[src/rtl/router_batch_sequencer.sv]
// Row router batch sequencer: scans an OW x OH output map with stride S and hands
// coordinates to ROW_COUNT routers per batch, then sequences compare and pop phases.
module router_batch_sequencer #(
  parameter int ROW_COUNT  = 4,
  parameter int ADDR_WIDTH = 8,
  parameter int ROW_ID_W   = (ROW_COUNT > 1) ? $clog2(ROW_COUNT) : 1,
  parameter int BATCH_W    = 16
) (
  input  logic                  i_clk,
  input  logic                  i_nrst,
  input  logic                  i_start,
  input  logic                  i_abort,
  input  logic [ADDR_WIDTH-1:0] i_o_width,
  input  logic [ADDR_WIDTH-1:0] i_o_height,
  input  logic [ADDR_WIDTH-1:0] i_stride,
  input  logic                  i_addr_empty,
  input  logic                  i_data_empty,
  output logic [ROW_ID_W-1:0]   o_row_id,
  output logic [ADDR_WIDTH-1:0] o_o_x,
  output logic [ADDR_WIDTH-1:0] o_o_y,
  output logic [ROW_COUNT-1:0]  o_row_mask,
  output logic                  o_ag_en,
  output logic                  o_ac_en,
  output logic                  o_tile_read_en,
  output logic                  o_pop_en,
  output logic                  o_reg_clear,
  output logic                  o_busy,
  output logic                  o_done,
  output logic [BATCH_W-1:0]    o_batch_cnt
);

  // state | meaning
  // IDLE  | waiting for i_start
  // GEN   | one coordinate per cycle into the current batch
  // STALL | single bubble before compare
  // CMP   | address compare / tile read until address FIFOs drain
  // POP   | data pop until data FIFOs drain
  // CLR   | one-cycle router clear, batch count update
  // FIN   | job end; o_done pulses as the FSM returns to IDLE
  typedef enum logic [2:0] {
    S_IDLE  = 3'd0,
    S_GEN   = 3'd1,
    S_STALL = 3'd2,
    S_CMP   = 3'd3,
    S_POP   = 3'd4,
    S_CLR   = 3'd5,
    S_FIN   = 3'd6
  } state_t;

  typedef struct packed {
    state_t                  state;
    logic [ADDR_WIDTH-1:0]   ow;
    logic [ADDR_WIDTH-1:0]   oh;
    logic [ADDR_WIDTH-1:0]   s;
    logic [ADDR_WIDTH-1:0]   x_idx;
    logic [ADDR_WIDTH-1:0]   y_idx;
    logic [ADDR_WIDTH-1:0]   x_pos;
    logic [ADDR_WIDTH-1:0]   y_pos;
    logic [ROW_ID_W-1:0]     row;
    logic [ROW_COUNT-1:0]    mask;
    logic                    ag_en;
    logic                    done;
    logic                    first;
    logic                    last;
    logic [BATCH_W-1:0]      batch;
  } regs_t;

  localparam logic [ADDR_WIDTH-1:0] ADDR_ONE  = ADDR_WIDTH'(1);
  localparam logic [ROW_ID_W-1:0]   ROW_ONE   = ROW_ID_W'(1);
  localparam logic [ROW_ID_W-1:0]   LAST_ROW  = ROW_ID_W'(ROW_COUNT - 1);
  localparam logic [ROW_COUNT-1:0]  MASK_ONE  = ROW_COUNT'(1);
  localparam logic [BATCH_W-1:0]    BATCH_ONE = BATCH_W'(1);

  regs_t r_q, r_d;
  logic  last_pt;
  logic  cmp_en;
  logic  pop_en;

  // Termination compares indices, not index*S products, so product wrap is harmless.
  assign last_pt = (r_q.x_idx == (r_q.ow - ADDR_ONE)) && (r_q.y_idx == (r_q.oh - ADDR_ONE));

  always_ff @(posedge i_clk or negedge i_nrst) begin
    if (!i_nrst) r_q <= '0;
    else         r_q <= r_d;
  end

  always_comb begin
    r_d        = r_q;
    r_d.done   = 1'b0;
    cmp_en     = 1'b0;
    pop_en     = 1'b0;

    case (r_q.state)
      S_IDLE: begin
        if (i_start) begin
          r_d.ow    = i_o_width;
          r_d.oh    = i_o_height;
          r_d.s     = (i_stride == '0) ? ADDR_ONE : i_stride;
          r_d.batch = '0;
          r_d.x_idx = '0;
          r_d.y_idx = '0;
          r_d.x_pos = '0;
          r_d.y_pos = '0;
          r_d.row   = '0;
          r_d.last  = 1'b0;
          if ((i_o_width == '0) || (i_o_height == '0)) begin
            r_d.state = S_FIN;
          end else begin
            r_d.state = S_GEN;
            r_d.ag_en = 1'b1;
            r_d.mask  = MASK_ONE;
          end
        end
      end

      S_GEN: begin
        if (last_pt) begin
          r_d.ag_en = 1'b0;
          r_d.last  = 1'b1;
          r_d.state = S_STALL;
        end else begin
          if (r_q.y_idx == (r_q.oh - ADDR_ONE)) begin
            r_d.y_idx = '0;
            r_d.y_pos = '0;
            r_d.x_idx = r_q.x_idx + ADDR_ONE;
            r_d.x_pos = r_q.x_pos + r_q.s;
          end else begin
            r_d.y_idx = r_q.y_idx + ADDR_ONE;
            r_d.y_pos = r_q.y_pos + r_q.s;
          end
          if (r_q.row == LAST_ROW) begin
            r_d.ag_en = 1'b0;
            r_d.row   = '0;
            r_d.state = S_STALL;
          end else begin
            r_d.row  = r_q.row + ROW_ONE;
            r_d.mask = r_q.mask | (MASK_ONE << r_d.row);
          end
        end
      end

      S_STALL: begin
        r_d.first = 1'b1;
        r_d.state = S_CMP;
      end

      S_CMP: begin
        cmp_en    = r_q.first || !i_addr_empty;
        r_d.first = 1'b0;
        if (!r_q.first && i_addr_empty) begin
          r_d.first = 1'b1;
          r_d.state = S_POP;
        end
      end

      S_POP: begin
        pop_en    = r_q.first || !i_data_empty;
        r_d.first = 1'b0;
        if (!r_q.first && i_data_empty) r_d.state = S_CLR;
      end

      S_CLR: begin
        r_d.mask = '0;
        if (r_q.batch != '1) r_d.batch = r_q.batch + BATCH_ONE;
        if (r_q.last) begin
          r_d.last  = 1'b0;
          r_d.state = S_FIN;
        end else begin
          r_d.ag_en = 1'b1;
          r_d.mask  = MASK_ONE;
          r_d.state = S_GEN;
        end
      end

      S_FIN: begin
        r_d.done  = 1'b1;
        r_d.x_idx = '0;
        r_d.y_idx = '0;
        r_d.x_pos = '0;
        r_d.y_pos = '0;
        r_d.row   = '0;
        r_d.mask  = '0;
        r_d.state = S_IDLE;
      end

      default: r_d.state = S_IDLE;
    endcase

    // Abort wins over every other input and clears config as well as state.
    if (i_abort) r_d = '0;
  end

  assign o_row_id       = r_q.row;
  assign o_o_x          = r_q.x_pos;
  assign o_o_y          = r_q.y_pos;
  assign o_row_mask     = r_q.mask;
  assign o_ag_en        = r_q.ag_en;
  assign o_ac_en        = cmp_en;
  assign o_tile_read_en = cmp_en;
  assign o_pop_en       = pop_en;
  assign o_reg_clear    = (r_q.state == S_CLR);
  assign o_busy         = (r_q.state != S_IDLE);
  assign o_done         = r_q.done;
  assign o_batch_cnt    = r_q.batch;

endmodule

[config.mk]
export PLATFORM = sky130hd
export DESIGN_NAME = router_batch_sequencer
export DESIGN_NICKNAME = d
export VERILOG_FILES = /design/src/rtl/router_batch_sequencer.sv
export SDC_FILE = /design/constraint.sdc
export NUM_CORES = 1
export LEC_CHECK = 0
export ABC_AREA = 1
export CAP_MARGIN = 20
export CELL_PAD_IN_SITES_DETAIL_PLACEMENT = 0
export CELL_PAD_IN_SITES_GLOBAL_PLACEMENT = 2
export CORE_UTILIZATION = 32
export DETAILED_ROUTE_END_ITERATION = 16
export PLACE_DENSITY_LB_ADDON = 0.1
export RECOVER_POWER = 100
export SLEW_MARGIN = 5
export SYNTH_ARGS = -nofsm -noshare
export SYNTH_HDL_FRONTEND = slang
export SYNTH_SLANG_ARGS = --single-unit
[constraint.sdc]
create_clock -name i_clk -period 2.1 [get_ports i_clk]
set_input_delay 0.21 -clock i_clk [delete_from_list [all_inputs] [get_ports i_clk]]
set_output_delay 0.21 -clock i_clk [all_outputs]
set_load 0.02 [all_outputs]
==> flow_results.org <==
** CTS
- TritonCTS created 9 clock buffers.
- Counting along the longest clock path gives a buffer depth of 2.
- CTS root buf :: sky130_fd_sc_hd__clkbuf_16
- Clock slew seen by the registers of the worst setup and hold paths :: 0.07 ns
- H-Tree Depth :: 3
- The clock net in this run drives a total of 85 sinks.
- Clock latency on the worst-skew pair, taken at its later pin, is around 0.35 ns.
- TritonCTS clock tree :: yes

** Synth
- Counting flops with a built-in enable in the synthesized netlist gives 0.
- Average cell area after synthesis :: ~7.4 µm²
- Summing every instance area after synthesis gives roughly 5900 µm².
- Synthesis produced a netlist with a net count of around 850.
- Library cells used by synthesis :: 41
- Sequential fraction of the synthesis area :: between 30% and 40%
- Flip-flop and latch count after synthesis :: 85
- Commonest register cell after synthesis :: sky130_fd_sc_hd__dfrtp_1
- Yosys synthesis warning count :: 0
- Instance count of the mapped netlist :: about 800
- In the synthesized netlist the async set-or-reset flop fraction comes to between 90% and 100%.

** Power
- Power spread over the standard cell area amounts to 858 nW/µm².
- Worst VDD drop :: around 0.00046 V
- The analysis attributes to cell leakage a power of 3.78 nW.

** Route
- Number of detailed-routing iterations run before antenna repair :: 10
- Post-route DRC :: 2
- In the routed layout, each cell is associated on average with a via count of 4.81.
- Dividing the detail-routed wire length by the instance count gives 15.4 µm.
- The detail route stage leaves a number of antenna-violating nets equal to 0.
- Overall routed net length :: ~17 mm
- In this run, the number of DRC markers left after iteration 0 of detailed routing was about 250.
- The routed layout has 5366 vias.

** Critical path
- In this run the critical register-to-register path is launched from r_q[67]$_DFFE_PN0P_.
- The worst setup path is launched from a register.
- Worst R2R Path Depth :: 14
- The worst register-to-register path ends at o_row_id[0]$_DFFE_PN0P_.
- CP endpoint kind :: register
- Worst Setup SP :: r_q[67]$_DFFE_PN0P_
- Worst reg-to-reg setup slack :: -0.004 ns
- STA puts the critical path data arrival time at roughly 2.3 ns.
- Crit path to :: o_row_id[0]$_DFFE_PN0P_
- Of all nets on the critical path, the largest fanout is 9.
- The critical path is of the reg -> reg type.
- STA puts the critical path data required time at ~2.3 ns.

** GRT
- First-pass GRT wire length :: between 20 and 30 mm
- The number of global-route vias before repair was 5226.
- The number of antenna violations at the first check in global routing is 0.
- Entering global routing, the biggest net connects between 80 and 90 pins.
- The total overflow left after global routing is 0.
- Global routing used 18.9% of the available tracks across all layers.

** Floorplanning
- The floorplan step defined a core boundary enclosing about 18000 µm².
- The floorplan step set the die height to roughly 140 µm.
- Boundary pin count :: 75
- For this configuration, the core starts out at a cell density of approximately 33%.
- The floorplan step defined a die boundary enclosing 18900 µm².
- Horiz. Die Dim :: between 100 and 150 µm
- Core Rows :: between 40 and 50

** Timing
- Crit share post-route :: 100%
- At the pin with the least slew margin, the transition time is 1.29 ns.
- Maximum frequency from static timing analysis :: 475 MHz
- Relative max-transition margin :: between 10% and 20%
- Fin crit period :: approximately 2.1 ns
- Fin Clk Skew :: approximately 0.0066 ns
- Worst-case setup margin in the final layout :: -0.00394 ns
- Setup repair after global routing could not meet its margin everywhere.
- The final hold violation count is 0.
- Setup violations remaining at the end of the flow were counted as 1.
- Final Max Slew Viols :: 0

** Cells and area
- Utilization after layout :: 41.1%
- The repair_antennas step left the layout with diodes totalling 0.
- Relative to the synthesized area, the layout overhead comes to 25.8%.
- The finished layout holds roughly 1100 standard cells, fillers aside.
- Most common cell after layout, fill and taps aside :: sky130_fd_sc_hd__nand2_1
- Number of nets in the final layout :: 937
- The post-route netlist has 13.9% of its cells at a drive strength greater than 1.
- The top cell types in the final layout, fill and taps aside, are 196 x sky130_fd_sc_hd__nand2_1, 99 x sky130_fd_sc_hd__inv_1, 85 x sky130_fd_sc_hd__dfrtp_1.
- Fill cells in the final layout number around 1900.

** Placement
- At the end of routability-driven placement, the weighted congestion stood at about 0.87.
- Post-placement setup slack :: -0.00398 ns
- Including well taps, the total number of placed cells is between 1000 and 1500.
- Detailed placement finished with a half-perimeter wire length of around 12 mm.
- During placement, the flow inserted port buffers numbering 74.

** Flow run
- Count of maximum capacitance violations :: 0

** Run status
- Failing checks :: design-rule violations, negative setup slack
- Result of the run :: finished with violations

** Hold path
- Hold/Removal Path Class :: in -> reg
-- power breakdown --
| group | switching [mW] | total [mW] | internal, mW |
|---|---|---|---|
| sequential | 0.197 | 2.02 | 1.82 |
| clock | 0.700 | 1.72 | 1.02 |
| combinational | 1.66 | 2.59 | 0.923 |
-- what timing repair did --
item	CTS	global route
pin swaps	2	19
endpoints found under the setup margin	17	61
gates cloned	0	3
hold buffers	1	0
endpoints found under the hold margin	85	0
buffers inserted	0	8
gates resized for setup	6	36
-- registers in the layout, indices dropped and copies added (netlist names) --
name         flops
o_ag_en          1
o_batch_cnt     16
o_done           1
o_o_x            8
o_o_y            8
o_row_id         2
o_row_mask       4
r_q             45
-- cell type report --
class / count / area [µm²] / share of cell area [%]
Clock buffer: 13 / 270 / 3.66
Clock inverter: 3 / 42.5 / 0.577
Inverter: 108 / 405 / 5.50
Multi-Input combinational cell: 549 / 3100 / 42.0
Sequential cell: 85 / 2130 / 28.8
Tap cell: 229 / 287 / 3.88
Timing Repair Buffer: 128 / 1150 / 15.6
-- worst min path at each step --
stage                                endpoint   startpoint  slack (ns)  cells past startpoint
final                     r_q[63]$_DFFE_PN0P_  i_stride[5]        0.44                      3
after global routing      r_q[63]$_DFFE_PN0P_  i_stride[5]        0.46                      3
after CTS                 r_q[63]$_DFFE_PN0P_  i_stride[5]        0.44                      3
after detailed placement  r_q[70]$_DFFE_PN0P_       i_nrst        0.31                      2
after global placement    r_q[69]$_DFFE_PN0P_       i_nrst        0.30                      2
after floorplan           o_ag_en$_DFFE_PN0P_       i_nrst       -0.09                      0
-- cells in the mapped netlist (2+ instances only) --
cell type / number / area, µm²
sky130_fd_sc_hd__nand2_1: 208 / 781
sky130_fd_sc_hd__inv_1: 102 / 383
sky130_fd_sc_hd__dfrtp_1: 85 / 2130
sky130_fd_sc_hd__nand3_1: 63 / 315
sky130_fd_sc_hd__nor2_1: 49 / 184
sky130_fd_sc_hd__buf_4: 41 / 308
sky130_fd_sc_hd__o21ai_0: 34 / 170
sky130_fd_sc_hd__nand4_1: 30 / 188
sky130_fd_sc_hd__xor2_1: 28 / 245
sky130_fd_sc_hd__ha_1: 24 / 300
sky130_fd_sc_hd__a21oi_1: 21 / 105
sky130_fd_sc_hd__nor3_1: 19 / 95.1
sky130_fd_sc_hd__o22ai_1: 18 / 113
sky130_fd_sc_hd__xnor2_1: 10 / 87.6
sky130_fd_sc_hd__buf_2: 7 / 35.0
sky130_fd_sc_hd__o21ai_1: 6 / 30.0
sky130_fd_sc_hd__clkbuf_1: 5 / 18.8
sky130_fd_sc_hd__inv_2: 5 / 18.8
sky130_fd_sc_hd__nor4_1: 5 / 31.3
sky130_fd_sc_hd__nor2_2: 4 / 25.0
sky130_fd_sc_hd__or2_2: 4 / 25.0
sky130_fd_sc_hd__buf_6: 2 / 22.5
sky130_fd_sc_hd__fa_1: 2 / 40.0
sky130_fd_sc_hd__nand2_2: 2 / 12.5
sky130_fd_sc_hd__nand3_4: 2 / 35.0
sky130_fd_sc_hd__nor3b_1: 2 / 15.0
sky130_fd_sc_hd__o211ai_1: 2 / 15.0
sky130_fd_sc_hd__o31ai_1: 2 / 15.0
-- per-layer routing --
layer  track usage, %  vias up  part of all wire, %
li1                 -     2728                    -
met2             30.9       83                   47
met4             5.62        0                  1.3
met5                0        -                    0
met1             25.8     2541                   49
met3             2.61       14                  3.1
-- kinds of logic (layout without fill, tap and decap cells) --
logic type / after synthesis / in the layout / share of synthesized area (%)
simple gates: 393 / 396 / 30.0
flops: 85 / 85 / 36.3
xor+xnor: 39 / 39 / 5.95
compound gates: 88 / 88 / 8.49
fa+ha+maj: 26 / 26 / 5.80
buf+inv: 164 / 252 / 13.5
-- through the flow --
step / hold slack [ns] / power, mW / area [µm²] / TNS (ns)
floorplan: -0.0856 / 3.69 / 5860 / 0
finish: 0.440 / 6.33 / 7380 / -0.00394
global route: 0.456 / 6.79 / 7380 / -4.77
detailed placement: 0.305 / 4.54 / 6880 / -0.00719
CTS: 0.438 / 6.31 / 7220 / -0.0718
global placement: 0.299 / 4.53 / 6880 / 0
-- critical path, cell delays in order (launching register included) --
cell and delay, ns:
sky130_fd_sc_hd__dfrtp_1 0.41, sky130_fd_sc_hd__inv_2 0.09, sky130_fd_sc_hd__ha_4 0.16, sky130_fd_sc_hd__inv_2 0.03
sky130_fd_sc_hd__nand2_1 0.07, sky130_fd_sc_hd__nand2_1 0.07, sky130_fd_sc_hd__nand2_2 0.07, sky130_fd_sc_hd__nand3_2 0.07
sky130_fd_sc_hd__nor2_2 0.12, sky130_fd_sc_hd__nand3_2 0.15, sky130_fd_sc_hd__nor2_4 0.18, sky130_fd_sc_hd__nand3_4 0.15
sky130_fd_sc_hd__buf_12 0.18, sky130_fd_sc_hd__nand2_4 0.14, sky130_fd_sc_hd__o21ai_0 0.11
No activity file was read; power rests on OpenSTA's default activity.
